## src/rtl/sha_nonce_scheduler_pkg.sv

```systemverilog
// Shared widths and FSM state encodings for the SHA nonce scheduler.
package sha_nonce_scheduler_pkg;

    localparam int NONCE_W = 32;
    localparam int HDR_W   = 512;
    localparam int HASH_W  = 256;

    localparam logic [2:0] ST_IDLE   = 3'd0;
    localparam logic [2:0] ST_ISSUE  = 3'd1;
    localparam logic [2:0] ST_WAIT   = 3'd2;
    localparam logic [2:0] ST_CHECK  = 3'd3;
    localparam logic [2:0] ST_REPORT = 3'd4;
    localparam logic [2:0] ST_DONE   = 3'd5;

endpackage

```

## src/rtl/sha_target_cmp.sv

```systemverilog
// Registered 256-bit unsigned hash < target compare; result is ready one cycle after en.
module sha_target_cmp
    import sha_nonce_scheduler_pkg::*;
(
    input  logic              clk,
    input  logic              en,
    input  logic [HASH_W-1:0] hash,
    input  logic [HASH_W-1:0] target,
    output logic              lt_p1
);

    // stage p0 -> p1: compare registered alongside the captured hash
    always_ff @(posedge clk) begin
        if (en) begin
            lt_p1 <= (hash < target);
        end
    end

endmodule

```

## src/rtl/sha_nonce_scheduler.sv

```systemverilog
// Job latch, nonce sweep and hit reporting around the SHA miner core.
// Define SHA_SCHED_TIMEOUT_EN to re-issue a nonce when the miner stays silent for TIMEOUT_CYCLES.
module sha_nonce_scheduler
    import sha_nonce_scheduler_pkg::*;
#(
    parameter int NONCE_LSB      = 384,
    parameter int TIMEOUT_CYCLES = 1024
) (
    input  logic               clk,
    input  logic               rst,
    input  logic               hdr_valid,
    output logic               hdr_ready,
    input  logic [HDR_W-1:0]   hdr_in,
    input  logic [NONCE_W-1:0] nonce_start,
    input  logic [NONCE_W-1:0] nonce_end,
    input  logic [HASH_W-1:0]  target,
    input  logic               abort,
    output logic               miner_valid,
    output logic [HDR_W-1:0]   miner_header,
    input  logic               miner_done,
    input  logic [HASH_W-1:0]  miner_hash,
    output logic               found_valid,
    input  logic               found_ready,
    output logic [NONCE_W-1:0] found_nonce,
    output logic [HASH_W-1:0]  found_hash,
    output logic               busy,
    output logic               done_pulse,
    output logic               timeout_err
);

    logic [2:0]         state;
    logic [NONCE_W-1:0] cur_nonce;
    logic [NONCE_W-1:0] nxt_nonce;
    logic [NONCE_W-1:0] end_nonce;
    logic [HASH_W-1:0]  target_q;
    logic [HASH_W-1:0]  hash_p1;
    logic [HDR_W-1:0]   hdr_job;
    logic               hit_p1;
    logic               cmp_en;
    logic               accept;
    logic               wait_expired;

    assign hdr_ready   = (state == ST_IDLE) && !abort;
    assign accept      = hdr_valid && hdr_ready;
    assign miner_valid = (state == ST_ISSUE);
    assign found_valid = (state == ST_REPORT);
    assign busy        = (state != ST_IDLE);
    assign done_pulse  = (state == ST_DONE);
    assign cmp_en      = (state == ST_WAIT) && miner_done && !abort;
    assign nxt_nonce   = cur_nonce + NONCE_W'(1);

    always_comb begin
        hdr_job = hdr_in;
        hdr_job[NONCE_LSB +: NONCE_W] = nonce_start;
    end

    sha_target_cmp u_cmp (
        .clk    (clk),
        .en     (cmp_en),
        .hash   (miner_hash),
        .target (target_q),
        .lt_p1  (hit_p1)
    );

    // stage p0 -> p1: job parameters and the hash under test
    always_ff @(posedge clk) begin
        if (accept) begin
            end_nonce <= nonce_end;
            target_q  <= target;
        end
        if (cmp_en) begin
            hash_p1 <= miner_hash;
        end
    end

    always_ff @(posedge clk) begin
        if (rst) begin
            state        <= ST_IDLE;
            cur_nonce    <= '0;
            miner_header <= '0;
            found_nonce  <= '0;
            found_hash   <= '0;
        end else if (abort) begin
            state <= ST_IDLE;
        end else begin
            case (state)
                ST_IDLE: begin
                    if (accept) begin
                        cur_nonce    <= nonce_start;
                        miner_header <= hdr_job;
                        state        <= ST_ISSUE;
                    end
                end
                ST_ISSUE: state <= ST_WAIT;
                ST_WAIT: begin
                    if (miner_done) begin
                        state <= ST_CHECK;
                    end else if (wait_expired) begin
                        state <= ST_ISSUE;
                    end
                end
                ST_CHECK, ST_REPORT: begin
                    if (state == ST_CHECK && hit_p1) begin
                        found_nonce <= cur_nonce;
                        found_hash  <= hash_p1;
                        state       <= ST_REPORT;
                    end else if (state == ST_CHECK || found_ready) begin
                        // nonce_end is inclusive, so test before incrementing
                        if (cur_nonce == end_nonce) begin
                            state <= ST_DONE;
                        end else begin
                            cur_nonce <= nxt_nonce;
                            miner_header[NONCE_LSB +: NONCE_W] <= nxt_nonce;
                            state <= ST_ISSUE;
                        end
                    end
                end
                ST_DONE: state <= ST_IDLE;
                default: state <= ST_IDLE;
            endcase
        end
    end

`ifdef SHA_SCHED_TIMEOUT_EN
    localparam int CNT_W = $clog2(TIMEOUT_CYCLES + 1);
    logic [CNT_W-1:0] wait_cnt;

    assign wait_expired = (wait_cnt == CNT_W'(TIMEOUT_CYCLES - 1));

    always_ff @(posedge clk) begin
        if (rst) begin
            wait_cnt    <= '0;
            timeout_err <= 1'b0;
        end else begin
            timeout_err <= (state == ST_WAIT) && !abort && !miner_done && wait_expired;
            if (state == ST_WAIT) begin
                wait_cnt <= wait_cnt + CNT_W'(1);
            end else begin
                wait_cnt <= '0;
            end
        end
    end
`else
    assign wait_expired = 1'b0;
    assign timeout_err  = 1'b0;
`endif

endmodule

```

## config.mk

```make
export PLATFORM = sky130hd
export DESIGN_NAME = sha_nonce_scheduler
export DESIGN_NICKNAME = d
export VERILOG_FILES = /design/src/rtl/sha_nonce_scheduler_pkg.sv /design/src/rtl/sha_target_cmp.sv /design/src/rtl/sha_nonce_scheduler.sv
export SDC_FILE = /design/constraint.sdc
export NUM_CORES = 2
export LEC_CHECK = 0
export CORE_AREA = 2 2 731 733
export DETAILED_ROUTE_END_ITERATION = 6
export DIE_AREA = 0 0 733 735
export PLACE_DENSITY_LB_ADDON = 0.1
export SYNTH_ARGS = -nofsm -noshare
export SYNTH_HDL_FRONTEND = slang
export SYNTH_SLANG_ARGS = --single-unit
```

## constraint.sdc

```tcl
create_clock -name clk -period 29 [get_ports clk]
set_input_delay 4.35 -clock clk [delete_from_list [all_inputs] [get_ports clk]]
set_output_delay 4.35 -clock clk [all_outputs]
set_load 0.02 [all_outputs]
```

## Word level (Yosys, flattened, before mapping)

Cells that the tools add are included.

- Add/subtract/negate cells: 1
- Magnitude comparators: 1
- Eq/ne operators: 12
- Bitwise operators: 1
- Reductions and logical operators: 16
- Multiplexer cells: 13

Operator list:

| kind | count |
|---|---|
| $mux 416 | 1 |
| $lt 256x256->1 | 1 |
| $mux 32 | 4 |
| $pmux 32 s2 | 2 |
| $add 32x1->32 const B | 1 |
| $eq 32x32->1 | 1 |
| $mux 3 | 5 |
| $pmux 3 s4 | 1 |
| $ne 2x2->1 const B | 5 |
| $reduce_and 3->1 | 3 |
| $eq 3x2->1 const B | 2 |
| $eq 3x3->1 const B | 2 |
| $reduce_and 6->1 | 1 |
| $logic_and 1x1->1 | 5 |
| $reduce_or 2->1 | 2 |
| $eq 3x1->1 const B | 1 |
| $logic_not 3->1 | 1 |
| $ne 3x3->1 const B | 1 |
| $reduce_bool 3->1 | 1 |
| $reduce_bool 2->1 | 1 |
| $logic_not 1->1 | 1 |
| $logic_or 1x1->1 | 1 |
| $not 1->1 | 1 |

- Register bits: 1380
- Logic and storage cells: 54
- Output and inout port bits: 806
- Bits of input ports: 1094

## Depth between registers and ports, before layout

- Word-level depth: 5
- Gate-level depth with buffers: 12

## Modules after synthesis

From an unflattened synthesis, not the netlist that was laid out.

- Cells, all modules: 5238
- Area, all modules: 52572.9 um2

By module, submodules not included:

| module | area each (um2) | seq. area each (um2) | instances | cells an instance |
|---|---|---|---|---|
| sha_nonce_scheduler | 46104.2 | 33051.7 | 1 | 4321 |
| sha_target_cmp | 6468.7 | 30.0 | 1 | 917 |

## Worst setup path after synthesis

No wires, ideal clock.

- Path kind: input port to flip-flop
- From: input port abort
- To: register hash_p1[0], enable pin
- Slack: -1.142 ns
- Buffers on the path: 1
- Data arrival time: 28.637 ns
- Setup time: 1.505 ns
- Stages: 2
- Data required time: 27.495 ns
- Cells stage by stage: clkbuf_1 nor4_1

- Longest elaborated chain between the ends: 2

Ends and longest elaborated chain:

| element | line | text |
|---|---|---|
| start, declared | sha_nonce_scheduler.sv:17 | `input logic abort,` |
| $logic_not 1->1 | sha_nonce_scheduler.sv:49 | `assign cmp_en = (state == ST_WAIT) && miner_done && !abort;` |
| $logic_and 1x1->1 | sha_nonce_scheduler.sv:49 |  |
| named net cmp_en | sha_nonce_scheduler.sv:39 | `logic cmp_en;` |
| end signal, assigned | sha_nonce_scheduler.sv:72 | `hash_p1 <= miner_hash;` |
| end, declared | sha_nonce_scheduler.sv:36 | `logic [HASH_W-1:0] hash_p1;` |

The timed path passes the listed nets, and every way through them passes these cells.
A chain may end at the register's enable or synchronous reset.

## Final worst setup path

- From: input port abort
- To: output port hdr_ready

- Longest elaborated chain between the ends: 2

Ends and longest elaborated chain:

| element | line | text |
|---|---|---|
| $logic_not 1->1 | sha_nonce_scheduler.sv:43 | `assign hdr_ready = (state == ST_IDLE) && !abort;` |
| $logic_and 1x1->1 | sha_nonce_scheduler.sv:43 |  |
| end, declared | sha_nonce_scheduler.sv:12 | `output logic hdr_ready,` |

Every way passes these cells.

==> reports/results.ini <==
[placed_design]
place_inst = 13915
dpl.hpwl_um = 334000
gp_congestion = 0.946
io_buffers = 1866

[sta]
finalCriticalPeriod_ps = 10560
setup_tns_ps = 0
slew_viol_final = 0
hold_violations = 0
fmax_mhz = 94.7
setup_violations = 0
relSlewSlack_pct = 29.3
rsz0062_at_grt = false
fin_crit_sh_pct = 36.4
final.setup_skew_ps = 56.2
worst_slew_pin_slew_ps = 1060

[routing]
vias = 46947
antenna_left = 0
viasPerCell = 3.26
first_iter_violations = 2331
drc = 0
firstDrtPassIters = 5
finalWirelength_um = 410000
wl_per_cell_um = 28.5

[synthesis]
synthAdderAreaFrac_pct = 6.10
ys_top_cells_by_area = dfxtp_1, edfxtp_1, nand2_1
syn_inst = 5282
syn_avg_cell_area_um2 = 9.95
synth_top_area_share_pct = 31.8
syn_nets = 6632
syn-cell-area_um2 = 52500
ys_types = 66
synth-compound-area-share_pct = 10.9
ys.flop_type = dfxtp_1
synthMuxAreaShare_pct = 0.0190
synth_edf_count = 545
synthXorXnorAreaFrac_pct = 1.03
ys_warn_count = 0
seq_area_frac_synth_pct = 63.0
synth-seq-cells = 1380
synthTopCellsByCount = nand2_1, a21oi_1, dfxtp_1
synth_area_leader_cell = dfxtp_1
synth-simple-area-share_pct = 14.7
synthArstFlopShare_pct = 0
synth.most_common_cell = nand2_1
synth_top_family_by_area = simple AND/OR/NAND/NOR gates

[critical_path]
cp_top_family = buffers and inverters
crit_type = in -> out
crit_chain = clkdlybuf4s50_1 -> buf_4 -> nor2_1 -> clkdlybuf4s50_1
max_stage_delay_ps = 940
start_kind = input pin
crit_slowest_cell = clkdlybuf4s50_1
cp_common_cell = clkdlybuf4s50_1
cp_data_required_time_ps = 24650
worst-path-buf-inv = 3
cp_max_fo = 8
worstPathArrival_ps = 6210
end_kind = output port

[power]
p_leak_nw = 29.3
internal-power_w = 0.00385
cellPowerDensity_nw_per_um2 = 61.1
peakVddDrop_mv = 0.0516
clkPwrFrac_pct = 49.4
p_seq_share_pct = 40.1
combPwrFrac_pct = 10.5
p_switching_w = 0.00142
swShare_pct = 27.0

[floorplanning]
start_util_pct = 9.89
core_area_um2 = 531000
dieHeight_um = 735
rows = 268
die_x_um = 733
die_area_um2 = 539000
ios = 1900

[global_routing]
grt_usage_pct = 14.6
grt_start_max_net_pins = 173
antenna_found_initial = 381
grt_pass1_wl_um = 518000
grt_pass1_vias = 46999
grt-ovfl-total = 0

[worst_hold_path]
hold_class = reg -> reg

[cts]
ctsResizeCount = 0
cts.hold.buffers_added = 0
cts_tree = done
clock_path_buffers = 4
clk_latency_ps = 900
cts_setup_buffers = 0
cts_buffers = 206
htree_levels = 4
clock-sinks = 1380
clock-root-buffer = clkbuf_16
path_clk_slew_ps = 60

[cells_and_area]
syn2layout_area_growth_pct = 64.3
final_net_count = 8453
layout.cells.non_filler = 14392
drive_gt1_share_pct = 5.31

[run_status]
status = finished clean

[run]
max_cap_viol_count = 0

## cell type report
cell class	count	area [µm²]
antenna	97	243
timing repair buffer	1915	19100
multi-input combinational	3330	17300
clock inverter	80	900
clock buffer	300	5930
inverter	270	1020
tap	7020	8780
sequential	1380	33100
fill	59457	445000
## kinds of logic after synthesis
kind of cell               after synthesis
other                                    1
adders and majority gates              256
and+or+nand+nor                       1925
AOI/OAI and AO/OA                     1085
DFF                                   1380
buffers and inverters                  572
muxes                                    1
xor gates and xnor gates                62
## registers in the layout, indices dropped and copies added, names as in the netlist
signal and cells:
u_cmp.lt_p1 1, state 3, target_q 256, cur_nonce 32, miner_header 512, found_hash 256
end_nonce 32, found_nonce 32, hash_p1 256
## metrics by stage
stage / cell area (µm²) / power (W) / worst slack [ps] / util (%) / hold WS [ps]
6_report: 86300 / 0.00527 / 18440 / 16.3 / 447
4_1_cts: 86100 / 0.00543 / 18240 / 16.2 / 450
3_5_place_dp: 79300 / 0.00273 / 18090 / 14.9 / 440
2_1_floorplan: 52600 / 0.00234 / 9710 / - / 471
3_3_place_gp: 79300 / 0.00273 / 18080 / 14.9 / 438
5_1_grt: 86200 / 0.00551 / 18330 / 16.2 / 467
## layer usage
metal | GRT usage, % | vias to the layer above | routed length (µm)
li1 | - | 21655 | -
met1 | 14.4 | 22323 | 141000
met2 | 27.7 | 1891 | 217000
met3 | 6.14 | 856 | 38400
met4 | 4.04 | 222 | 12900
met5 | 0 | - | 1530
## worst reg2reg max path: cells and delay by family (launching register included)
kind	cells	cell delay, ps
buffers and inverters	6	4330
AND/OR/NAND/NOR	4	1380
flip-flops	1	470
AO/OA/AOI/OAI	1	160
## power groups by stage
stage | clock (W) | combinational (W) | sequential, W
after detailed placement | 0 | 0.000571 | 0.00216
after global routing | 0.00279 | 0.000596 | 0.00212
after global placement | 0 | 0.000572 | 0.00216
after floorplan | 0 | 0.000154 | 0.00219
final | 0.00260 | 0.000552 | 0.00212
after CTS | 0.00274 | 0.000574 | 0.00212
## cell usage in the layout, fill, tap and decap left out, types with 20 or more instances in the layout
master and instances:
buf_4 44, xor2_1 35, nand2_1 1632, clkbuf_16 210, inv_1 268, ha_1 256, nand4_1 53, clkbuf_8 34
a21oi_1 917, diode_2 97, clkbuf_1 56, clkinv_2 36, xnor2_1 27, clkdlybuf4s50_1 1865, a21o_1 22, o21ai_0 58
dfxtp_1 835, nor2_1 120, edfxtp_1 545, a211oi_1 36, nor3_1 20, nand3_1 29
## worst paths after layout
kind / start / to / slack [ps] / cells past startpoint
hold / removal: miner_header[412] / miner_header[412] / 450 / 2
hold reg to reg: miner_header[412] / miner_header[412] / 450 / 2
setup / recovery: abort / hdr_ready / 18440 / 4
setup reg to reg: state[2] / miner_header[480] / 22620 / 11
Note: power is estimated with default switching activity, not from simulation.
